$ cat config.mk
export PLATFORM = sky130hd
export DESIGN_NAME = tilelink_ul_demux_1mns
export DESIGN_NICKNAME = d
export VERILOG_FILES = /design/src/rtl/tilelink_ul_demux_1mns.sv
export SDC_FILE = /design/constraint.sdc
export NUM_CORES = 1
export LEC_CHECK = 0
export CORE_AREA = 2 2 375 377
export CTS_BUF_LIST = sky130_fd_sc_hd__clkbuf_16
export CTS_CLUSTER_SIZE = 20
export DETAILED_ROUTE_END_ITERATION = 16
export DIE_AREA = 0 0 377 379
export HOLD_SLACK_MARGIN = 0.15
export SYNTH_ARGS = -nofsm -noshare
export SYNTH_HDL_FRONTEND = slang
export SYNTH_SLANG_ARGS = --single-unit
$ cat constraint.sdc
create_clock -name clk -period 3.2 [get_ports clk]
set_input_delay 0.48 -clock clk [delete_from_list [all_inputs] [get_ports clk]]
set_output_delay 0.48 -clock clk [all_outputs]
set_load 0.01 [all_outputs]
$ cat src/rtl/tilelink_ul_demux_1mns.sv
// TileLink-UL 1:N address demux with in-order target locking,
// outstanding-transaction limit and local decode-error responder.
module tilelink_ul_demux_1mns #(
  parameter int TL_ADDR_WIDTH   = 64,
  parameter int TL_DATA_WIDTH   = 64,
  parameter int TL_STRB_WIDTH   = TL_DATA_WIDTH / 8,
  parameter int TL_SOURCE_WIDTH = 3,
  parameter int TL_SINK_WIDTH   = 3,
  parameter int TL_OPCODE_WIDTH = 3,
  parameter int TL_PARAM_WIDTH  = 3,
  parameter int TL_SIZE_WIDTH   = 8,
  parameter int NUM_SLAVES      = 3,
  parameter longint unsigned BASE_ADDR  = 0,
  parameter longint unsigned SLAVE_SPAN = 512,
  parameter int MAX_OUTSTANDING = 2
) (
  input  logic clk,
  input  logic rst,
  input  logic                       m_a_valid,
  input  logic [TL_OPCODE_WIDTH-1:0] m_a_opcode,
  input  logic [TL_PARAM_WIDTH-1:0]  m_a_param,
  input  logic [TL_ADDR_WIDTH-1:0]   m_a_address,
  input  logic [TL_SIZE_WIDTH-1:0]   m_a_size,
  input  logic [TL_STRB_WIDTH-1:0]   m_a_mask,
  input  logic [TL_DATA_WIDTH-1:0]   m_a_data,
  input  logic [TL_SOURCE_WIDTH-1:0] m_a_source,
  output logic                       m_a_ready,
  output logic                       m_d_valid,
  output logic [TL_OPCODE_WIDTH-1:0] m_d_opcode,
  output logic [TL_PARAM_WIDTH-1:0]  m_d_param,
  output logic [TL_SIZE_WIDTH-1:0]   m_d_size,
  output logic [TL_SINK_WIDTH-1:0]   m_d_sink,
  output logic [TL_SOURCE_WIDTH-1:0] m_d_source,
  output logic [TL_DATA_WIDTH-1:0]   m_d_data,
  output logic                       m_d_error,
  input  logic                       m_d_ready,
  output logic [NUM_SLAVES-1:0]                 s_a_valid,
  output logic [NUM_SLAVES*TL_OPCODE_WIDTH-1:0] s_a_opcode,
  output logic [NUM_SLAVES*TL_PARAM_WIDTH-1:0]  s_a_param,
  output logic [NUM_SLAVES*TL_ADDR_WIDTH-1:0]   s_a_address,
  output logic [NUM_SLAVES*TL_SIZE_WIDTH-1:0]   s_a_size,
  output logic [NUM_SLAVES*TL_STRB_WIDTH-1:0]   s_a_mask,
  output logic [NUM_SLAVES*TL_DATA_WIDTH-1:0]   s_a_data,
  output logic [NUM_SLAVES*TL_SOURCE_WIDTH-1:0] s_a_source,
  input  logic [NUM_SLAVES-1:0]                 s_a_ready,
  input  logic [NUM_SLAVES-1:0]                 s_d_valid,
  input  logic [NUM_SLAVES*TL_OPCODE_WIDTH-1:0] s_d_opcode,
  input  logic [NUM_SLAVES*TL_PARAM_WIDTH-1:0]  s_d_param,
  input  logic [NUM_SLAVES*TL_SIZE_WIDTH-1:0]   s_d_size,
  input  logic [NUM_SLAVES*TL_SINK_WIDTH-1:0]   s_d_sink,
  input  logic [NUM_SLAVES*TL_SOURCE_WIDTH-1:0] s_d_source,
  input  logic [NUM_SLAVES*TL_DATA_WIDTH-1:0]   s_d_data,
  input  logic [NUM_SLAVES-1:0]                 s_d_error,
  output logic [NUM_SLAVES-1:0]                 s_d_ready,
  output logic [7:0]                            decode_err_cnt
);

  localparam int OW = TL_OPCODE_WIDTH;
  localparam int PW = TL_PARAM_WIDTH;
  localparam int AW = TL_ADDR_WIDTH;
  localparam int ZW = TL_SIZE_WIDTH;
  localparam int MW = TL_STRB_WIDTH;
  localparam int DW = TL_DATA_WIDTH;
  localparam int SW = TL_SOURCE_WIDTH;
  localparam int KW = TL_SINK_WIDTH;
  localparam int IDX_W = (NUM_SLAVES > 1) ? $clog2(NUM_SLAVES) : 1;
  localparam int CNT_W = $clog2(MAX_OUTSTANDING + 1);

  localparam logic [AW:0]    BASE     = (AW+1)'(BASE_ADDR);
  localparam logic [AW-1:0]  SPAN     = AW'(SLAVE_SPAN);
  localparam logic [AW-1:0]  TOP_SPAN = AW'(NUM_SLAVES * SLAVE_SPAN);
  localparam logic [CNT_W-1:0] CNT_MAX = CNT_W'(MAX_OUTSTANDING);

  localparam logic [OW-1:0] OP_GET      = OW'(4);
  localparam logic [OW-1:0] OP_ACK      = OW'(0);
  localparam logic [OW-1:0] OP_ACK_DATA = OW'(1);

  typedef enum logic [1:0] {IDLE, BUSY, ERR} state_t;

  state_t           state;
  logic [CNT_W-1:0] cnt;
  logic [IDX_W-1:0] tgt;
  logic [OW-1:0]    err_opcode;
  logic [SW-1:0]    err_source;
  logic [ZW-1:0]    err_size;

  logic [AW:0]      diff;
  logic [AW-1:0]    off;
  logic             in_range;
  logic [IDX_W-1:0] hit;
  logic             hit_ok;
  logic             miss_ok;
  logic             a_fire;
  logic             d_fire;

  // Borrow out of the subtraction flags addresses below the window.
  always_comb begin
    diff     = {1'b0, m_a_address} - BASE;
    off      = diff[AW-1:0];
    in_range = !diff[AW] && (off < TOP_SPAN);
    hit      = IDX_W'(off / SPAN);
    hit_ok   = in_range && ((state == IDLE) ||
               ((state == BUSY) && (hit == tgt) && (cnt < CNT_MAX)));
    miss_ok  = !in_range && (state == IDLE);
    a_fire   = m_a_valid && m_a_ready;
    d_fire   = m_d_valid && m_d_ready;
  end

  always_comb begin
    m_a_ready   = 1'b0;
    s_a_valid   = '0;
    s_a_opcode  = '0;
    s_a_param   = '0;
    s_a_address = '0;
    s_a_size    = '0;
    s_a_mask    = '0;
    s_a_data    = '0;
    s_a_source  = '0;
    if (!rst) begin
      if (miss_ok) m_a_ready = 1'b1;
      for (int i = 0; i < NUM_SLAVES; i++) begin
        if (hit_ok && int'(hit) == i) begin
          m_a_ready                 = s_a_ready[i];
          s_a_valid[i]              = m_a_valid;
          s_a_opcode[i*OW +: OW]    = m_a_opcode;
          s_a_param[i*PW +: PW]     = m_a_param;
          s_a_address[i*AW +: AW]   = m_a_address;
          s_a_size[i*ZW +: ZW]      = m_a_size;
          s_a_mask[i*MW +: MW]      = m_a_mask;
          s_a_data[i*DW +: DW]      = m_a_data;
          s_a_source[i*SW +: SW]    = m_a_source;
        end
      end
    end
  end

  always_comb begin
    m_d_valid  = 1'b0;
    m_d_opcode = '0;
    m_d_param  = '0;
    m_d_size   = '0;
    m_d_sink   = '0;
    m_d_source = '0;
    m_d_data   = '0;
    m_d_error  = 1'b0;
    s_d_ready  = '0;
    if (!rst) begin
      case (state)
        BUSY: begin
          for (int i = 0; i < NUM_SLAVES; i++) begin
            if (int'(tgt) == i) begin
              m_d_valid    = s_d_valid[i];
              m_d_opcode   = s_d_opcode[i*OW +: OW];
              m_d_param    = s_d_param[i*PW +: PW];
              m_d_size     = s_d_size[i*ZW +: ZW];
              m_d_sink     = s_d_sink[i*KW +: KW];
              m_d_source   = s_d_source[i*SW +: SW];
              m_d_data     = s_d_data[i*DW +: DW];
              m_d_error    = s_d_error[i];
              s_d_ready[i] = m_d_ready;
            end
          end
        end
        ERR: begin
          m_d_valid  = 1'b1;
          m_d_error  = 1'b1;
          m_d_opcode = err_opcode;
          m_d_source = err_source;
          m_d_size   = err_size;
        end
        default: ;
      endcase
    end
  end

  always_ff @(posedge clk or posedge rst) begin
    if (rst) begin
      state          <= IDLE;
      cnt            <= '0;
      tgt            <= '0;
      err_opcode     <= '0;
      err_source     <= '0;
      err_size       <= '0;
      decode_err_cnt <= '0;
    end else begin
      case (state)
        IDLE: begin
          if (a_fire && in_range) begin
            tgt   <= hit;
            cnt   <= CNT_W'(1);
            state <= BUSY;
          end else if (a_fire) begin
            err_opcode <= (m_a_opcode == OP_GET) ? OP_ACK_DATA : OP_ACK;
            err_source <= m_a_source;
            err_size   <= m_a_size;
            state      <= ERR;
            if (decode_err_cnt != 8'hff)
              decode_err_cnt <= decode_err_cnt + 8'd1;
          end
        end
        BUSY: begin
          if (a_fire && !d_fire) begin
            cnt <= cnt + 1'b1;
          end else if (d_fire && !a_fire) begin
            cnt <= cnt - 1'b1;
            if (cnt == CNT_W'(1)) state <= IDLE;
          end
        end
        ERR: begin
          if (d_fire) state <= IDLE;
        end
        default: state <= IDLE;
      endcase
    end
  end

endmodule

==> results.cfg <==
[timing]
max_freq_mhz = 287
min_period_ns = 3.48
drv_slew = 0
max_slew_margin_pct = 53.1
hold_ws_ns = 0.509
hold_viol_final = 0
fin_crit_sh_pct = 109
setup_ws_ns = -0.282
clock_skew_ns = 0.0159
tns_ns = -18.44
tightest_slew_ns = 0.697
setup_violations = 165
rsz0062_at_grt = true

[routing]
drc_errors = 0
num_vias = 10900
drtIter0Drc = 579
wl_per_cell_um = 23.1
wl_um = 86800
via_per_inst = 2.89
ant_nets = 0
first_pass_iters = 6

[synth]
ys_types = 51
yosysTopAreaCellShare_pct = 26.4
ys_top_cells_by_count = and2_1 (296), buf_4 (163), nor2_1 (161)
synthMostInstantiatedCell = and2_1
avgSynthCellArea_um2 = 6.69
synth_edf_count = 0
yosysSeqAreaShare_pct = 9.29
synth-async-reset-ratio_pct = 100
syn-cell-area_mm2 = 0.00700
synth_top_cell_by_area = and2_1
synthTopCellsByArea = and2_1 (26%), buf_4 (17%), mux2i_1 (12%)
synth_warnings = 0
synth_seq_cells = 26
synth_cells = 1046
synthFlopType = dfrtp_1

[clock_network]
cts_buffer_depth = 2
numCtsBuffers = 3
cts_max_level = 1
cts_tree = yes
clk_pin_slew_ns = 0.08
clkLatencyLatePin_ns = 0.30
cts-root-buf = clkbuf_16
cts.sinks = 26
holdBufCountCts = 0

[global_route]
grt_max_degree = 67
grt_pass1_wl_um = 98200
overflow = 0
grtUsageTotal_pct = 10.4
antenna_found_initial = 53
first_global_vias = 9952

[place]
io_buffer_count = 814
dpl.hpwl_um = 71000
dp_cells = 3666
gp_congestion = 0.874

[floorplan]
initial_core_util_pct = 5.04
die-area_mm2 = 0.143
dieWidth_um = 377
pin_count = 978
rows = 137
design.core.area_mm2 = 0.139
die_h_um = 379

[finish]
nets = 2375
area.growth.synth_to_final_pct = 175
fillCellCount = 15900
drive_above_1_share_pct = 31.5
final_cells = 3767

[setup_path]
cp_max_fo = 10
worstSetupStartpointType = primary input
reg2reg_depth = 11
path_delay_family = buffers and inverters
crit_type = primary input to output pin
cp.arrival_ns = 3.00
crit_buf_inv = 6
cp_num_cells = 12
cp_slowest_stage_delay_ns = 0.54
crit_required_ns = 2.72
crit_top_cell = buf_6
worst_setup_path_startpoint = m_a_address[27]
r2r-start = state[1]$_DFFE_PP0P_
path_cells = dlygate4sd2_1, nor4_2, nand4_1, nor4_4, buf_6, nand2_8, buf_6, nor2_4, buf_6, clkbuf_16, and2_1, clkdlybuf4s50_1
end_kind = output pin
crit_slowest_cell = clkdlybuf4s50_1

[pwr]
peakVddDrop_uv = 185
total_power_w = 0.00241
total_leakage_power_nw = 9.58
powerDensity_mw_per_mm2 = 125

[outcome]
outcome = complete, but fails checks
failed_checks = setup timing

[min_path]
min_path_cells = 1
min_from = err_source[2]$_DFFE_PP0P_
hold_class = flop to flop

[run]
cap_viol_max_count = 0
-- sequential cells by signal, indices dropped and copies added, names as in the netlist --
register	count
err_opcode	1
decode_err_cnt	8
err_source	3
cnt	2
tgt	2
err_size	8
state	2
-- cell type report --
cell class              instances  area [µm²]  share of cell area (%)
multi-input cells             936        5920                    30.7
clock inverters                 1        30.0                   0.156
diodes                          9        22.5                   0.117
repair buffers                977       10300                    53.3
flip-flops and latches         26         658                    3.41
well taps                    1807        2260                    11.7
inverters                       8        30.0                   0.156
clock buffers                   3        75.1                   0.390
-- worst paths after layout --
| check | endpoint | slack [ns] |
|---|---|---|
| min in group asynchronous | decode_err_cnt[0]$_DFFE_PP0P_ | 0.64 |
| worst min register to register | err_source[2]$_DFFE_PP0P_ | 0.51 |
| worst max-delay path | s_a_data[159] | -0.28 |
| worst max register to register | state[1]$_DFFE_PP0P_ | 0.30 |
| max in group asynchronous | tgt[0]$_DFFE_PP0P_ | 2.08 |
| worst min-delay path | err_source[2]$_DFFE_PP0P_ | 0.51 |
-- what timing repair did --
item,in CTS,in global routing
gates resized for setup,683,546
pin swaps,24,20
setup endpoints to repair,312,317
setup buffers,36,42
cloned,9,14
-- cells by family (layout without fill, tap and decap cells) --
group                      after synthesis  in the layout  share of synthesized area, %
muxes                                  101            101                          14.7
buffers and inverters                  246            989                          22.3
adders and majority gates                5              5                         0.893
other                                    1            172                        0.0535
and+or+nand+nor                        536            536                          41.7
AOI/OAI and AO/OA                      124            124                          10.2
xor gates and xnor gates                 7              7                         0.875
DFF                                     26             26                          9.29
-- report_power, final --
part	internal [W]	total (W)	switching, W
logic	0.000764	0.00148	0.000715
clock network	0.000251	0.000423	0.000172
registers	0.000427	0.000504	0.0000770
-- stage by stage --
| stage | util (%) | cell area (µm²) | setup WS, ns |
|---|---|---|---|
| after floorplan | - | 7610 | 0.213 |
| after global routing | 13.9 | 19300 | -0.408 |
| after detailed placement | 12.4 | 17200 | -1.16 |
| after global placement | 12.4 | 17200 | -1.10 |
| after CTS | 12.8 | 17800 | -0.385 |
| final | 13.9 | 19300 | -0.282 |
-- per-layer routing --
| layer | wire length, µm | vias up | track usage [%] |
|---|---|---|---|
| met1 | 31700 | 5186 | 11.7 |
| met2 | 44100 | 667 | 18.1 |
| li1 | - | 4897 | - |
| met4 | 1520 | 34 | 2.07 |
| met5 | 230 | - | 0 |
| met3 | 9290 | 119 | 4.75 |
-- placed cells by master, fill, tap and decap left out, types with 3 or more instances in the layout --
master	instances
clkdlybuf4s50_1	416
and2_1	169
buf_6	169
conb_1	163
nor2_1	160
and2_4	127
buf_4	125
dlymetal6s2s_1	104
mux2i_1	87
a21oi_1	86
clkbuf_2	46
buf_12	38
nand2_1	29
buf_2	29
dfrtp_1	24
o21ai_0	19
buf_8	15
clkbuf_16	13
mux2_2	12
diode_2	9
dlygate4sd2_1	9
clkdlybuf4s15_1	9
nor4_4	8
nand3_1	8
buf_16	7
nor4_2	6
nand4_1	6
inv_1	6
nor3_1	4
xnor2_1	4
ha_1	4
xor2_1	3
(Power assumes the default switching activity.)
